===== config.mk =====
export PLATFORM = sky130hd
export DESIGN_NAME = segment_reader
export DESIGN_NICKNAME = d
export VERILOG_FILES = /design/src/rtl/segment_reader.sv
export SDC_FILE = /design/constraint.sdc
export NUM_CORES = 1
export LEC_CHECK = 0
export CELL_PAD_IN_SITES_DETAIL_PLACEMENT = 0
export CELL_PAD_IN_SITES_GLOBAL_PLACEMENT = 2
export CORE_UTILIZATION = 34
export DETAILED_ROUTE_END_ITERATION = 7
export GPL_ROUTABILITY_DRIVEN = 1
export GPL_TIMING_DRIVEN = 0
export PLACE_DENSITY_LB_ADDON = 0.25
export REMOVE_ABC_BUFFERS = 1
export SETUP_SLACK_MARGIN = 0.5
export SYNTH_ARGS = -nofsm -noshare
export SYNTH_HDL_FRONTEND = slang
export SYNTH_SLANG_ARGS = --single-unit

===== constraint.sdc =====
create_clock -name clk -period 2.3 [get_ports clk]
set_input_delay 0.575 -clock clk [delete_from_list [all_inputs] [get_ports clk]]
set_output_delay 0.575 -clock clk [all_outputs]
set_load 0.05 [all_outputs]

===== src/rtl/segment_reader.sv =====
// segment_reader: debounces the multiplexed seven-segment bus and reassembles the
// displayed hex word, offering each complete frame on a valid/ready output.
module segment_reader #(
  parameter int DIGITS        = 4,
  parameter int STABLE_CYCLES = 4
) (
  input  logic                clk,
  input  logic                rst_n,
  input  logic [8:0]          seg_in,
  input  logic [DIGITS-1:0]   dig_sel,
  output logic [4*DIGITS-1:0] value,
  output logic [DIGITS-1:0]   dp,
  output logic [DIGITS-1:0]   err,
  output logic                out_valid,
  input  logic                out_ready,
  output logic                overrun
);
  localparam logic [7:0]   RUN_MAX = 8'(STABLE_CYCLES);
  localparam logic [111:0] GLYPHS  = {7'h71, 7'h79, 7'h5E, 7'h39, 7'h7C, 7'h77, 7'h6F, 7'h7F,
                                      7'h07, 7'h7D, 7'h6D, 7'h66, 7'h4F, 7'h5B, 7'h06, 7'h3F};
  logic [DIGITS+8:0]   sample, prev_q, prev_d;
  logic [7:0]          cnt_q, cnt_d;
  logic                captured_q, captured_d;
  logic [DIGITS-1:0]   seen_q, seen_d;
  logic [4*DIGITS-1:0] sh_val_q, sh_val_d, value_q, value_d;
  logic [DIGITS-1:0]   sh_dp_q, sh_dp_d, sh_err_q, sh_err_d;
  logic [DIGITS-1:0]   dp_q, dp_d, err_q, err_d;
  logic                out_valid_q, out_valid_d, overrun_q, overrun_d;
  logic                one_hot, same, fire, complete, load, bad;
  logic [3:0]          nib;
  assign sample = {dig_sel, seg_in};
  always_comb begin
    nib = 4'd0;
    bad = 1'b1;
    for (int i = 0; i < 16; i++)
      if (seg_in[6:0] == GLYPHS[7*i +: 7]) begin
        nib = 4'(i);
        bad = 1'b0;
      end
  end
  always_comb begin
    one_hot     = (dig_sel != '0) && ((dig_sel & (dig_sel - DIGITS'(1))) == '0);
    same        = sample == prev_q;
    cnt_d       = !one_hot ? 8'd0 : !same ? 8'd1 : (cnt_q == RUN_MAX) ? cnt_q : cnt_q + 8'd1;
    fire        = one_hot && !captured_q && cnt_d == RUN_MAX;
    // the flag survives only while the same legal sample keeps repeating
    captured_d  = one_hot && same && (captured_q || fire);
    complete    = &seen_q;
    load        = complete && (!out_valid_q || out_ready);
    overrun_d   = complete && !load;
    out_valid_d = load || (out_valid_q && !out_ready);
    value_d     = load ? sh_val_q : value_q;
    dp_d        = load ? sh_dp_q : dp_q;
    err_d       = load ? sh_err_q : err_q;
    seen_d      = (complete ? '0 : seen_q) | (fire ? dig_sel : '0);
    prev_d      = sample;
    sh_val_d    = sh_val_q;
    sh_dp_d     = sh_dp_q;
    sh_err_d    = sh_err_q;
    for (int d = 0; d < DIGITS; d++)
      if (fire && dig_sel[d]) begin
        sh_val_d[4*d +: 4] = nib;
        sh_dp_d[d]         = seg_in[8];
        sh_err_d[d]        = bad;
      end
  end
  always_ff @(posedge clk or negedge rst_n)
    if (!rst_n) begin
      prev_q      <= '0;
      cnt_q       <= '0;
      captured_q  <= 1'b0;
      seen_q      <= '0;
      sh_val_q    <= '0;
      sh_dp_q     <= '0;
      sh_err_q    <= '0;
      value_q     <= '0;
      dp_q        <= '0;
      err_q       <= '0;
      out_valid_q <= 1'b0;
      overrun_q   <= 1'b0;
    end else begin
      prev_q      <= prev_d;
      cnt_q       <= cnt_d;
      captured_q  <= captured_d;
      seen_q      <= seen_d;
      sh_val_q    <= sh_val_d;
      sh_dp_q     <= sh_dp_d;
      sh_err_q    <= sh_err_d;
      value_q     <= value_d;
      dp_q        <= dp_d;
      err_q       <= err_d;
      out_valid_q <= out_valid_d;
      overrun_q   <= overrun_d;
    end
  assign value     = value_q;
  assign dp        = dp_q;
  assign err       = err_q;
  assign out_valid = out_valid_q;
  assign overrun   = overrun_q;
endmodule


==> run_results.csv, run 1 <==
group,metric,value,unit
status,status,"finished, violations left",
status,violations,"negative setup slack",
synthesis,synthFlopType,"dfrtp_1",
setup_path,worst_ep_required_time,2.53,ns
timing,final-setup-viol-count,13,
synthesis,synth_area_leaders,"dfrtp_1 56%, mux2_2 15%, xor2_1 3.4%, xnor2_1 3.1%, nand2_1 1.8%",
floorplan,dieArea,0.0104,sq mm
floorplan,die_height,102,um
synthesis,ys_async_sr_fraction,1.00,
setup_path,start_kind,"flop",
timing,hold_violations,0,
finish,final_cell_mix,"71 x dfrtp_1, 43 x mux2_2, 21 x buf_4",
global_route,grt_pass1_wl,11300,um
timing,fin_crit,2.35,ns
drt,drc,0,
floorplan,core,0.00973,sq mm
setup_path,r2r_slack,-0.05,ns
synthesis,synth_edf_count,0,
global_route,gr-total-overflow,0,
synthesis,synth_cells,276,
setup_path,crit_type,"flop to flop",
synthesis,synth_xor_area_frac,0.0645,
clocking,clkSlewWorstSetupHoldPaths,0.08,ns
timing,timing.fmax,0.426,GHz
floorplan,fp-row-count,36,
job,maxCapViolations,0,
drt,wire_per_inst,14.8,um
clocking,cts_tree,"yes",
synthesis,synth_area,0.00340,sq mm
floorplan,fp.dieW,102,um
drt,wirelength,7100,um
place,dpl.hpwl,4470,um
timing,timing.final.crit_share,1.02,
clocking,root_buffer,"clkbuf_8",
place,portBuffers,41,
drt,ant_nets,0,
drt,vias,2312,
synthesis,yosysWarnings,0,
synthesis,synth_top_family_by_area,"multiplexers",
global_route,grt_start_max_net_pins,61,
floorplan,io_pins,42,
finish,syn2layout_area_growth,33.9,%
drt,first_pass_iters,4,
clocking,cts-buffers-inserted,9,
setup_path,critPathArrivalTime,2.58,ns
synthesis,synth.distinct_cells,39,
pwr,peakVddDrop,0.313,mV
clocking,clkSinkCount,76,
clocking,worst_skew_pair.late_latency,0.35,ns
setup_path,r2r_cells,7,
synthesis,yosysTopAreaCell,"dfrtp_1",
setup_path,reg2reg_from,"cnt_q[0]$_DFF_PN0_",
timing,final-max-slew-violation-count,0,
finish,drive_gt1_frac,0.474,
synthesis,seq_area_frac_synth,0.560,
synthesis,avgSynthCellArea,12.3,sq um
finish,fillers,919,
setup_path,crit_fanout,7,
synthesis,synth_top_area_frac,0.560,
timing,max_slew_margin,0.598,
timing,rsz0062_at_grt,"yes",
floorplan,initial_core_util,0.349,
timing,fin_skew,0.00828,ns
synthesis,synthSimpleGateAreaFrac,0.137,
place,place.gp.congestion,0.752,
timing,layout_setup_ws,-0.0457,ns
drt,vias_per_cell,4.81,
clocking,htree_levels,3,
drt,drt_iter0_markers,35,
worst_hold_path,hp-class,"input pin to async pin",
synthesis,synth_seq_cells,76,
pwr,power_density,608,mW/mm^2
timing,tightestPinTransition,0.597,ns
timing,tns,-0.315,ns
finish,antennaDiodeCount,0,
finish,layout_commonest_cell,"dfrtp_1",
clocking,clock_path_buffers,2,
setup_path,worstSetupEndpointType,"flop",
synthesis,synthMuxAreaShare,0.159,
global_route,grt_pass1_vias,2217,
timing,hold_slack,0.0869,ns
pwr,p_leak,2.12,nW
setup_path,rr_endpoint,"sh_val_q[9]$_DFFE_PN0P_",
finish,final_nets,361,
synthesis,synth_compound_area_frac,0.0520,
synthesis,synth_fa_ha_area_frac,0.00737,
global_route,grt_usage,0.145,
global_route,antenna_found_initial,0,
critical path, cell delays in order (launching register included):
cell	delay, ns
dfrtp_2	0.45
ha_4	0.19
xor2_1	0.13
or4_4	0.43
o31ai_4	0.08
o2111a_2	0.39
nand3_4	0.21
mux2_4	0.34
cell usage after synthesis (2+ instances only):
cell type  count
a31oi_1        2
nand4_1        4
a21oi_1        3
nand3_2        4
buf_2          5
nor2_1        15
xnor2_1       12
nor4_1         5
xor2_1        13
nand2_1       16
mux2_2        46
nor3_1         4
dfrtp_1       76
o22ai_1        3
and3_1         4
inv_1          5
nand2b_1       6
mux2_1         2
nand3b_1       3
ha_1           2
and4b_1        2
o31ai_1        2
o21ai_0        9
clkbuf_1       6
nor2b_1        6
nand3_1        7
or3_1          2
layout make-up:
type / count / area [sq um] / share of cell area
multi-input cells: 184 / 1640 / 0.361
clock buffers: 9 / 124 / 0.0273
inverters: 5 / 18.8 / 0.00413
repair buffers: 67 / 563 / 0.124
well taps: 133 / 166 / 0.0366
clock inverters: 7 / 125 / 0.0275
flip-flops and latches: 76 / 1910 / 0.420
per-stage QoR:
| step | total power, W | setup slack (ns) | cells | cell area, sq um | util |
|---|---|---|---|---|---|
| floorplan | 0.00144 | -0.0913 | 265 | 3350 | - |
| global placement | 0.00154 | -2.03 | 439 | 3930 | 0.403 |
| detailed placement | 0.00154 | -1.36 | 441 | 3970 | 0.408 |
| CTS | 0.00280 | -0.0182 | 474 | 4470 | 0.459 |
| global route | 0.00288 | -0.0993 | 481 | 4550 | 0.467 |
| finish | 0.00276 | -0.0457 | 481 | 4550 | 0.467 |
layer usage:
layer	track usage	up-vias	share of wire	wire [um]
li1	-	1112	-	-
met1	0.205	1147	0.48	3430
met2	0.214	41	0.46	3260
met3	0.0328	12	0.035	250
met4	0.0615	0	0.022	157
met5	0	-	0	0
state kept, by name, indices dropped and copies added, names as in the netlist:
signal      count
prev_q         13
cnt_q           8
value          16
dp              4
sh_dp_q         4
seen_q          4
out_valid       1
captured_q      1
err             4
overrun         1
sh_val_q       16
sh_err_q        4
cell families after synthesis:
group / after synthesis
flops: 76
fa+ha+maj: 2
compound gates: 27
xor+xnor: 25
buf+inv: 16
mux: 48
simple gates: 82
worst max-delay path by stage:
stage / start / endpoint
after floorplan: out_valid$_DFF_PN0_ / dp[0]$_DFFE_PN0P_
after global placement: rst_n / value[5]$_DFFE_PN0P_
after detailed placement: seg_in[1] / sh_err_q[2]$_DFFE_PN0P_
after CTS: cnt_q[0]$_DFF_PN0_ / sh_err_q[1]$_DFFE_PN0P_
after global routing: cnt_q[1]$_DFF_PN0_ / sh_val_q[9]$_DFFE_PN0P_
final: cnt_q[0]$_DFF_PN0_ / sh_val_q[9]$_DFFE_PN0P_
where the power goes:
group	switching [W]	total (W)	leakage (nW)	internal (W)
Clock	0.000507	0.00123	0.124	0.000728
Sequential	0.00000754	0.00136	1.02	0.00135
Combinational	0.000104	0.000174	0.978	0.0000694
Total	0.000619	0.00276	2.12	0.00215
what timing repair did:
action / CTS / global route
endpoints found under the setup margin: 87 / 57
pin swaps: 22 / 13
setup buffers: 17 / 7
hold buffers: 0 / 0
endpoints found under the hold margin: 0 / 0
gates resized for setup: 140 / 49
Power figures use the tool's default switching activity.
==> run 2: changes to the inputs <==
CORE_UTILIZATION = 35   (was 34)
CTS_BUF_LIST = sky130_fd_sc_hd__clkbuf_8   (was not set)
==> run_results.csv, run 2 (synthesized netlist as in run 1, its figures left out) <==
group,metric,value,unit
clocking,cts-buffers-inserted,9,
timing,fin_crit,2.31,ns
setup_path,worst_ep_required_time,2.53,ns
setup_path,r2r_slack,-0.01,ns
finish,fillers,881,
timing,timing.fmax,0.432,GHz
timing,tightestPinTransition,0.574,ns
clocking,root_buffer,"clkbuf_8",
timing,rsz0062_at_grt,"yes",
place,place_ws,-1.30,ns
setup_path,crit_path_cell_trace,"ha_4 > xor2_1 > or4_1 > o31ai_2 > o2111a_2 > nand3_4 > mux2_4",
global_route,grt_start_max_net_pins,68,
drt,first_pass_iters,4,
floorplan,dieArea,0.0101,sq mm
setup_path,reg2reg_from,"cnt_q[0]$_DFF_PN0_",
setup_path,cp-startpoint,"cnt_q[0]$_DFF_PN0_",
setup_path,worstSetupEndpointType,"flop",
floorplan,die_height,101,um
pwr,p_leak,2.07,nW
clocking,clkSinkCount,76,
timing,final-max-slew-violation-count,0,
global_route,antenna_found_initial,0,
drt,drt_iter0_markers,30,
global_route,grt_pass1_vias,2316,
setup_path,crit_family,"simple AND/OR/NAND/NOR gates",
timing,final-setup-viol-count,5,
timing,hold_slack,0.0590,ns
status,status,"finished, violations left",
floorplan,core,0.00933,sq mm
clocking,clkSlewWorstSetupHoldPaths,0.08,ns
pwr,power_density,558,mW/mm^2
drt,wirelength,6920,um
finish,antennaDiodeCount,0,
drt,drc,0,
pwr,peakVddDrop,0.221,mV
drt,vias,2280,
finish,final_core_util,0.473,
finish,drive_gt1_frac,0.429,
finish,layout_commonest_cell,"dfrtp_1",
global_route,grt_pass1_wl,11900,um
timing,layout_setup_ws,-0.0139,ns
worst_hold_path,hp-class,"input pin to async pin",
setup_path,slowest_stage,"dfrtp_2",
place,portBuffers,41,
setup_path,r2r_cells,7,
timing,timing.final.crit_share,1.01,
timing,max_slew_margin,0.613,
clocking,clock_path_buffers,2,
drt,ant_nets,0,
finish,final_nets,358,
timing,tns,-0.0575,ns
pwr,p_int,0.00185,W
timing,hold_violations,0,
setup_path,worst-path-buf-inv,0,
global_route,gr-total-overflow,0,
pwr,power_frac_clock,0.380,
clocking,worst_skew_pair.late_latency,0.34,ns
pwr,switching_share,0.249,
drt,vias_per_cell,4.81,
floorplan,initial_core_util,0.364,
clocking,cts_tree,"yes",
setup_path,start_kind,"flop",
floorplan,fp-row-count,35,
job,maxCapViolations,0,
pwr,pwr-share-seq,0.551,
floorplan,io_pins,42,
finish,syn2layout_area_growth,29.9,%
setup_path,critPathArrivalTime,2.54,ns
pwr,p_switching,0.000613,W
setup_path,cp_num_cells,7,
setup_path,crit_type,"flop to flop",
setup_path,critPathMaxStageDelay,0.45,ns
clocking,htree_levels,3,
setup_path,crit_fanout,7,
status,violations,"negative setup slack",
timing,fin_skew,0.00971,ns
place,dpl.hpwl,4400,um
drt,wire_per_inst,14.6,um
pwr,power_frac_comb,0.069,
finish,multiInputGateArea,0.00158,sq mm
pwr,p_total,0.00246,W
finish,seq_area,0.00191,sq mm
global_route,grt_usage,0.153,
floorplan,fp.dieW,101,um
finish,final_cell_mix,"73 x dfrtp_1, 43 x mux2_2, 18 x buf_4",
place,place.gp.congestion,0.727,
==> run 2: cell count changes in the layout (fill, tap and decap cells not counted), moves of 3 or more <==
cell             delta
buf_4               -3
bufinv_16           -3
clkbuf_2            -4
clkdlybuf4s15_1     +3
dlygate4sd2_1       +3
==> run 2: final cells by class <==
class	count	area share
Clock buffer	10	0.0312
Sequential cell	76	0.432
Clock inverter	6	0.0108
Inverter	5	0.00425
Tap cell	129	0.0366
Timing Repair Buffer	64	0.128
Multi-Input combinational cell	184	0.358
==> run 2: timing repair <==
item                       4_1_cts  5_1_grt
pin swaps                       19        6
setup endpoints to repair       87       55
setup buffers                   20        1
hold buffers                     0        0
gates resized for setup        138       30
==> run 2: layer usage <==
metal	global-route usage	part of all wire	up-vias
met2	0.229	0.46	32
met1	0.223	0.50	1133
met3	0.0243	0.025	7
met5	0	0	-
li1	-	-	1108
met4	0.0569	0.014	0
==> run 2: power groups by stage <==
stage / combinational, W / sequential [W] / clock, W
finish: 0.000171 / 0.00136 / 0.000934
global route: 0.000196 / 0.00136 / 0.00102
CTS: 0.000171 / 0.00136 / 0.000977
detailed placement: 0.000162 / 0.00138 / 0
global placement: 0.000156 / 0.00138 / 0
floorplan: 0.0000611 / 0.00138 / 0
==> run 2: worst paths after layout <==
kind / endpoint
worst min register to register: seen_q[3]$_DFF_PN0_
worst max register to register: sh_val_q[2]$_DFFE_PN0P_
min in group clk: prev_q[0]$_DFF_PN0_
worst min-delay path: cnt_q[3]$_DFF_PN0_
worst max-delay path: sh_val_q[2]$_DFFE_PN0P_
max in group asynchronous: sh_val_q[9]$_DFFE_PN0P_
==> run 2: metrics by stage <==
step | instances | instance area [sq um]
after detailed placement | 437 | 3960
after global routing | 474 | 4410
final | 474 | 4410
after CTS | 473 | 4440
after global placement | 435 | 3920
after floorplan | 265 | 3350
==> RTL change 1: new RTL, flow settings as in run 2 <==
Change the parameter `DIGITS` from 4 to 8.
--- a/src/rtl/segment_reader.sv
+++ b/src/rtl/segment_reader.sv
@@ -1,7 +1,7 @@
 // segment_reader: debounces the multiplexed seven-segment bus and reassembles the
 // displayed hex word, offering each complete frame on a valid/ready output.
 module segment_reader #(
-  parameter int DIGITS        = 4,
+  parameter int DIGITS        = 8,
   parameter int STABLE_CYCLES = 4
 ) (
   input  logic                clk,
Ports: changed (resized dig_sel, dp, err and value); port bits go from 42 to 70. No check against the original RTL was run, so the function may have changed too.
==> RTL change 1 against run 2 <==
- the flow still finishes with violations (negative setup slack)
- synthesized area increased by 67%
- first-iteration DRC count increased to 7.7 times the old value
- largest cell class unchanged
- design area increased by 75%
- total power increased by 88%
- wire length increased by 90%
- worst setup slack got worse by 550 ps
- maximum frequency decreased by 19%
- sequential cell count increased by 56
==> RTL change 1: results (changes against run 2) <==
Leak - 3.58 nW (+73%)
PnR worst setup slack - -567 ps (-553 ps)
n_diodes - 0 (unchanged)
Avg Inst Size Synth - 13.9 µm² (+13%)
WP data arrival - 3170 ps (+630 ps)
crit path to - sh_dp_q[7]
Post-CTS Resized - 270 (+96%)
worst slack at placement - -1730 ps (-431 ps)
register area share after synthesis - 58.1% (+2.1 points)
R2R cell count - 10 (+3)
first-pass GRT wire length - 21.3 mm (+79%)
FF/Latch Area - 3300 µm² (+73%)
clock latency on the worst-skew pair - 430 ps (+90 ps)
failing checks - negative setup slack
H-tree depth - 4 (+1)
endpoints failing setup - 57 (+52)
top cells by count, synth - dfrtp_1, mux2_2, nor2_1
gr usage total - 17.1% (+1.9 points)
setup_tns - -28190 ps (-28140 ps)
total CTS buffers - 17 (+8)
Clock Skew - 15.8 ps (+6.14 ps)
DR WL/cell - 17.7 µm (+21%)
drt initial violations - 232 (+670%)
Worst slew margin - 40.1% (-21 points)
DR pass1 iterations - 4 (unchanged)
share of cells above drive strength 1 - 49.6% (+6.7 points)
Nets - 535 (+49%)
initial antenna violation count - 0 (unchanged)
vias in the first global route - 3897 (+68%)
Routability Congestion - 0.799 (+9.9%)
largest net degree at the start of global routing - 102 (+50%)
Post-Place Cells - 678 (+55%)
Avg Vias per Cell - 4.99 (+3.7%)
status - finished, violations left
maximum VDD drop - 339 µV (+53%)
postcts setup bufs - 22 (+10%)
Placed Area - 6660 µm² (+68%)
Yosys cell types - 50 (+28%)
Detail Route Antenna Nets - 0 (unchanged)
synth top area cells - dfrtp_1, mux2_2, nor4b_4
FILL cells - 1448 (+64%)
Hold WS - 24.2 ps (-34.8 ps)
Post-Route WL - 13.1 mm (+90%)
dpl hpwl - 7.85 mm (+78%)
Buffers on Ports - 69 (+68%)
CP Max Fanout - 7 (unchanged)
-- RTL change 1: logic make-up after synthesis --
| group | after synthesis | share of synthesized area, % |
|---|---|---|
| DFF | 132 | 58.1 |
| and+or+nand+nor | 98 | 12.0 |
| AOI/OAI and AO/OA | 37 | 5.66 |
| adders and majority gates | 2 | 0.440 |
| muxes | 96 | 19.0 |
| xor gates and xnor gates | 20 | 3.08 |
| buffers and inverters | 25 | 1.65 |
-- RTL change 1: final cells by class --
class                      instances  share of cell area [%]
tap                              216                    3.50
multi-input combinational        253                    33.7
clock buffer                      18                    3.21
timing repair buffer             104                    14.3
sequential                       132                    42.8
clock inverter                    14                    2.25
inverter                           5                   0.243
-- RTL change 1: worst max-delay path, cell delays in order, from the launching register on --
cell and delay, ps:
dfrtp_2 410, inv_2 70, ha_4 130, nand4bb_1 110, or3_4 400, a2111oi_4 430
o2111ai_4 220, buf_12 210, nor4b_4 270, buf_12 200, mux2_4 300
-- RTL change 1: power by group --
| group | internal [mW] | switching, mW | total [mW] |
|---|---|---|---|
| logic | 0.0841 | 0.146 | 0.231 |
| registers | 2.33 | 0.00692 | 2.34 |
| clock network | 1.11 | 0.938 | 2.05 |
-- RTL change 1: worst min path at each step --
stage | from | endpoint | cells past startpoint
floorplan | rst_n | captured_q | 0
global placement | seen_q[2] | seen_q[2] | 1
detailed placement | seen_q[1] | seen_q[1] | 1
CTS | rst_n | prev_q[7] | 1
global route | rst_n | prev_q[5] | 1
finish | rst_n | prev_q[7] | 1
-- RTL change 1: per-layer routing --
layer / up-vias / share of wire, % / global-route usage, % / wire [µm]
met4: 0 / 1.4 / 5.81 / 189
met5: - / 0 / 0 / 0
li1: 1695 / - / - / -
met1: 1927 / 46 / 22.5 / 6080
met2: 68 / 48 / 27.1 / 6270
met3: 10 / 4.4 / 5.08 / 575
==> RTL change 2: new RTL, config.mk and constraints of run 2 <==
Made on the original files. Remove the register `overrun_q`: a continuous assignment takes its place, so the output `overrun` follows one clock earlier.
--- a/src/rtl/segment_reader.sv
+++ b/src/rtl/segment_reader.sv
@@ -77,7 +77,6 @@
       dp_q        <= '0;
       err_q       <= '0;
       out_valid_q <= 1'b0;
-      overrun_q   <= 1'b0;
     end else begin
       prev_q      <= prev_d;
       cnt_q       <= cnt_d;
@@ -90,8 +89,9 @@
       dp_q        <= dp_d;
       err_q       <= err_d;
       out_valid_q <= out_valid_d;
-      overrun_q   <= overrun_d;
     end
+
+  assign overrun_q = overrun_d;
   assign value     = value_q;
   assign dp        = dp_q;
   assign err       = err_q;
Check against the original RTL: same outputs for any inputs over 10 cycles, from zero or initial values and one cycle with rst_n low; that may be too few to reach the edited logic, so the function may still have changed.
==> RTL change 2 against run 2 <==
- the run still ends with negative setup slack left
- wire length grew 1.1%
- non-clock buffer count rose by 5
- die area down 0.72%
- core utilization increased by 0.44 points
- critical path depth up 1
- worst setup slack barely moved
- synthesized cell count shrank 0.36%
- cell count grew 0.84%
- total power increased by 8.5%
- synthesized area shrank 0.74%
- design area rose by 0.45%
- first-iteration DRC count is 60% higher
- critical path type is now input port to register
- sequential cell count down 1
==> RTL change 2: results (changes against run 2) <==
status - finished, violations left
failing checks - negative setup slack
Leak - 2.10 nW (+1.5%)
Synth Flop Type - dfrtp_1
Routability Congestion - 0.734 (+0.94%)
Yosys cell types - 39 (unchanged)
Hold WS - 73.9 ps (+14.9 ps)
GR Util met1 - 20.2% (-2.0 points)
register area share after synthesis - 55.7% (-0.33 points)
share of cells above drive strength 1 - 44.1% (+1.2 points)
vias in the first global route - 2267 (-2.1%)
met2 GRT Util - 23.3% (+0.47 points)
drt initial violations - 48 (+60%)
worst r2r src - cnt_q[0]
clock latency on the worst-skew pair - 340 ps (about the same)
Met2 Wirelength - 3.25 mm (+1.2%)
Synth Area in Adders - 0.742% (+0.0055 points)
dpl hpwl - 4.46 mm (+1.5%)
FILL cells - 892 (+1.2%)
Yosys warnings - 0 (unchanged)
PnR worst setup slack - -14.2 ps (-0.287 ps)
first-pass GRT wire length - 11.4 mm (-4.6%)
synth top area cells - dfrtp_1, mux2_2, xor2_1
DR pass1 iterations - 4 (unchanged)
Clock Tree Buf Depth - 2 (unchanged)
crit path to - sh_err_q[1]
global routing usage on met3 - 2.51% (+0.080 points)
endpoints failing setup - 4 (-1)
Post-CTS Resized - 136 (-1.4%)
met3 WL - 180 µm (+3.4%)
postcts setup bufs - 17 (-15%)
reg2reg setup slack - 0 ps
Buffers on Ports - 41 (unchanged)
Flop pwr share - 50.1% (-5.0 points)
sw frac - 23.9% (-0.99 points)
M1 wire length - 3.48 mm (+1.3%)
top cells by count, synth - dfrtp_1, mux2_2, nand2_1
Synth Area in Compound Gates - 5.23% (+0.039 points)
gr usage total - 14.8% (-0.48 points)
maximum VDD drop - 230 µV (+3.9%)
Worst slew margin - 62.3% (+0.98 points)
Placed Area - 3940 µm² (-0.69%)
Clock Skew - 9.26 ps (-0.445 ps)
Nets - 362 (+1.1%)
mux cell area share after synthesis - 16.0% (+0.12 points)
Slowest-stage cell, CP - nor4_4
Gate power share - 6.3% (-0.6 points)
root buf cell - clkbuf_8
fin area - 4430 µm² (+0.45%)
FFs w/ async S/R, synth - 100% (unchanged)
max incr delay on CP - 350 ps (-100 ps)
DR WL/cell - 14.6 µm (+0.28%)
xor-xnor portion of the synthesized cell area - 6.50% (+0.048 points)
reg2reg end - sh_err_q[3]
Crit. Startpoint - dig_sel[1]
largest net degree at the start of global routing - 65 (-4.4%)
vias - 2289 (+0.39%)
n_diodes - 0 (unchanged)
path category of the worst min-delay check - input port to asynchronous set/reset pin
RTL change 2: final cells by class:
cell class / instances / share of cell area (%)
flip-flops and latches: 75 / 42.4
multi-input cells: 184 / 35.5
repair buffers: 69 / 12.8
well taps: 129 / 3.64
clock buffers: 9 / 2.80
clock inverters: 7 / 2.40
inverters: 5 / 0.423
RTL change 2: stage by stage:
step                      worst slack (ps)  setup TNS [ps]  std cells
after floorplan                      -91.3           -2190        264
after global placement               -2020         -214180        434
after detailed placement             -1220          -38820        436
after CTS                            -24.3           -24.3        469
after global routing                  -114           -1910        478
final                                -14.2           -33.2        478
RTL change 2: kinds of logic (layout without fill, tap and decap cells):
family                     after synthesis  count (layout)
buffers and inverters                   16              90
muxes                                   48              48
adders and majority gates                2               2
xor gates and xnor gates                25              25
and+or+nand+nor                         82              82
DFF                                     75              75
AOI/OAI and AO/OA                       27              27
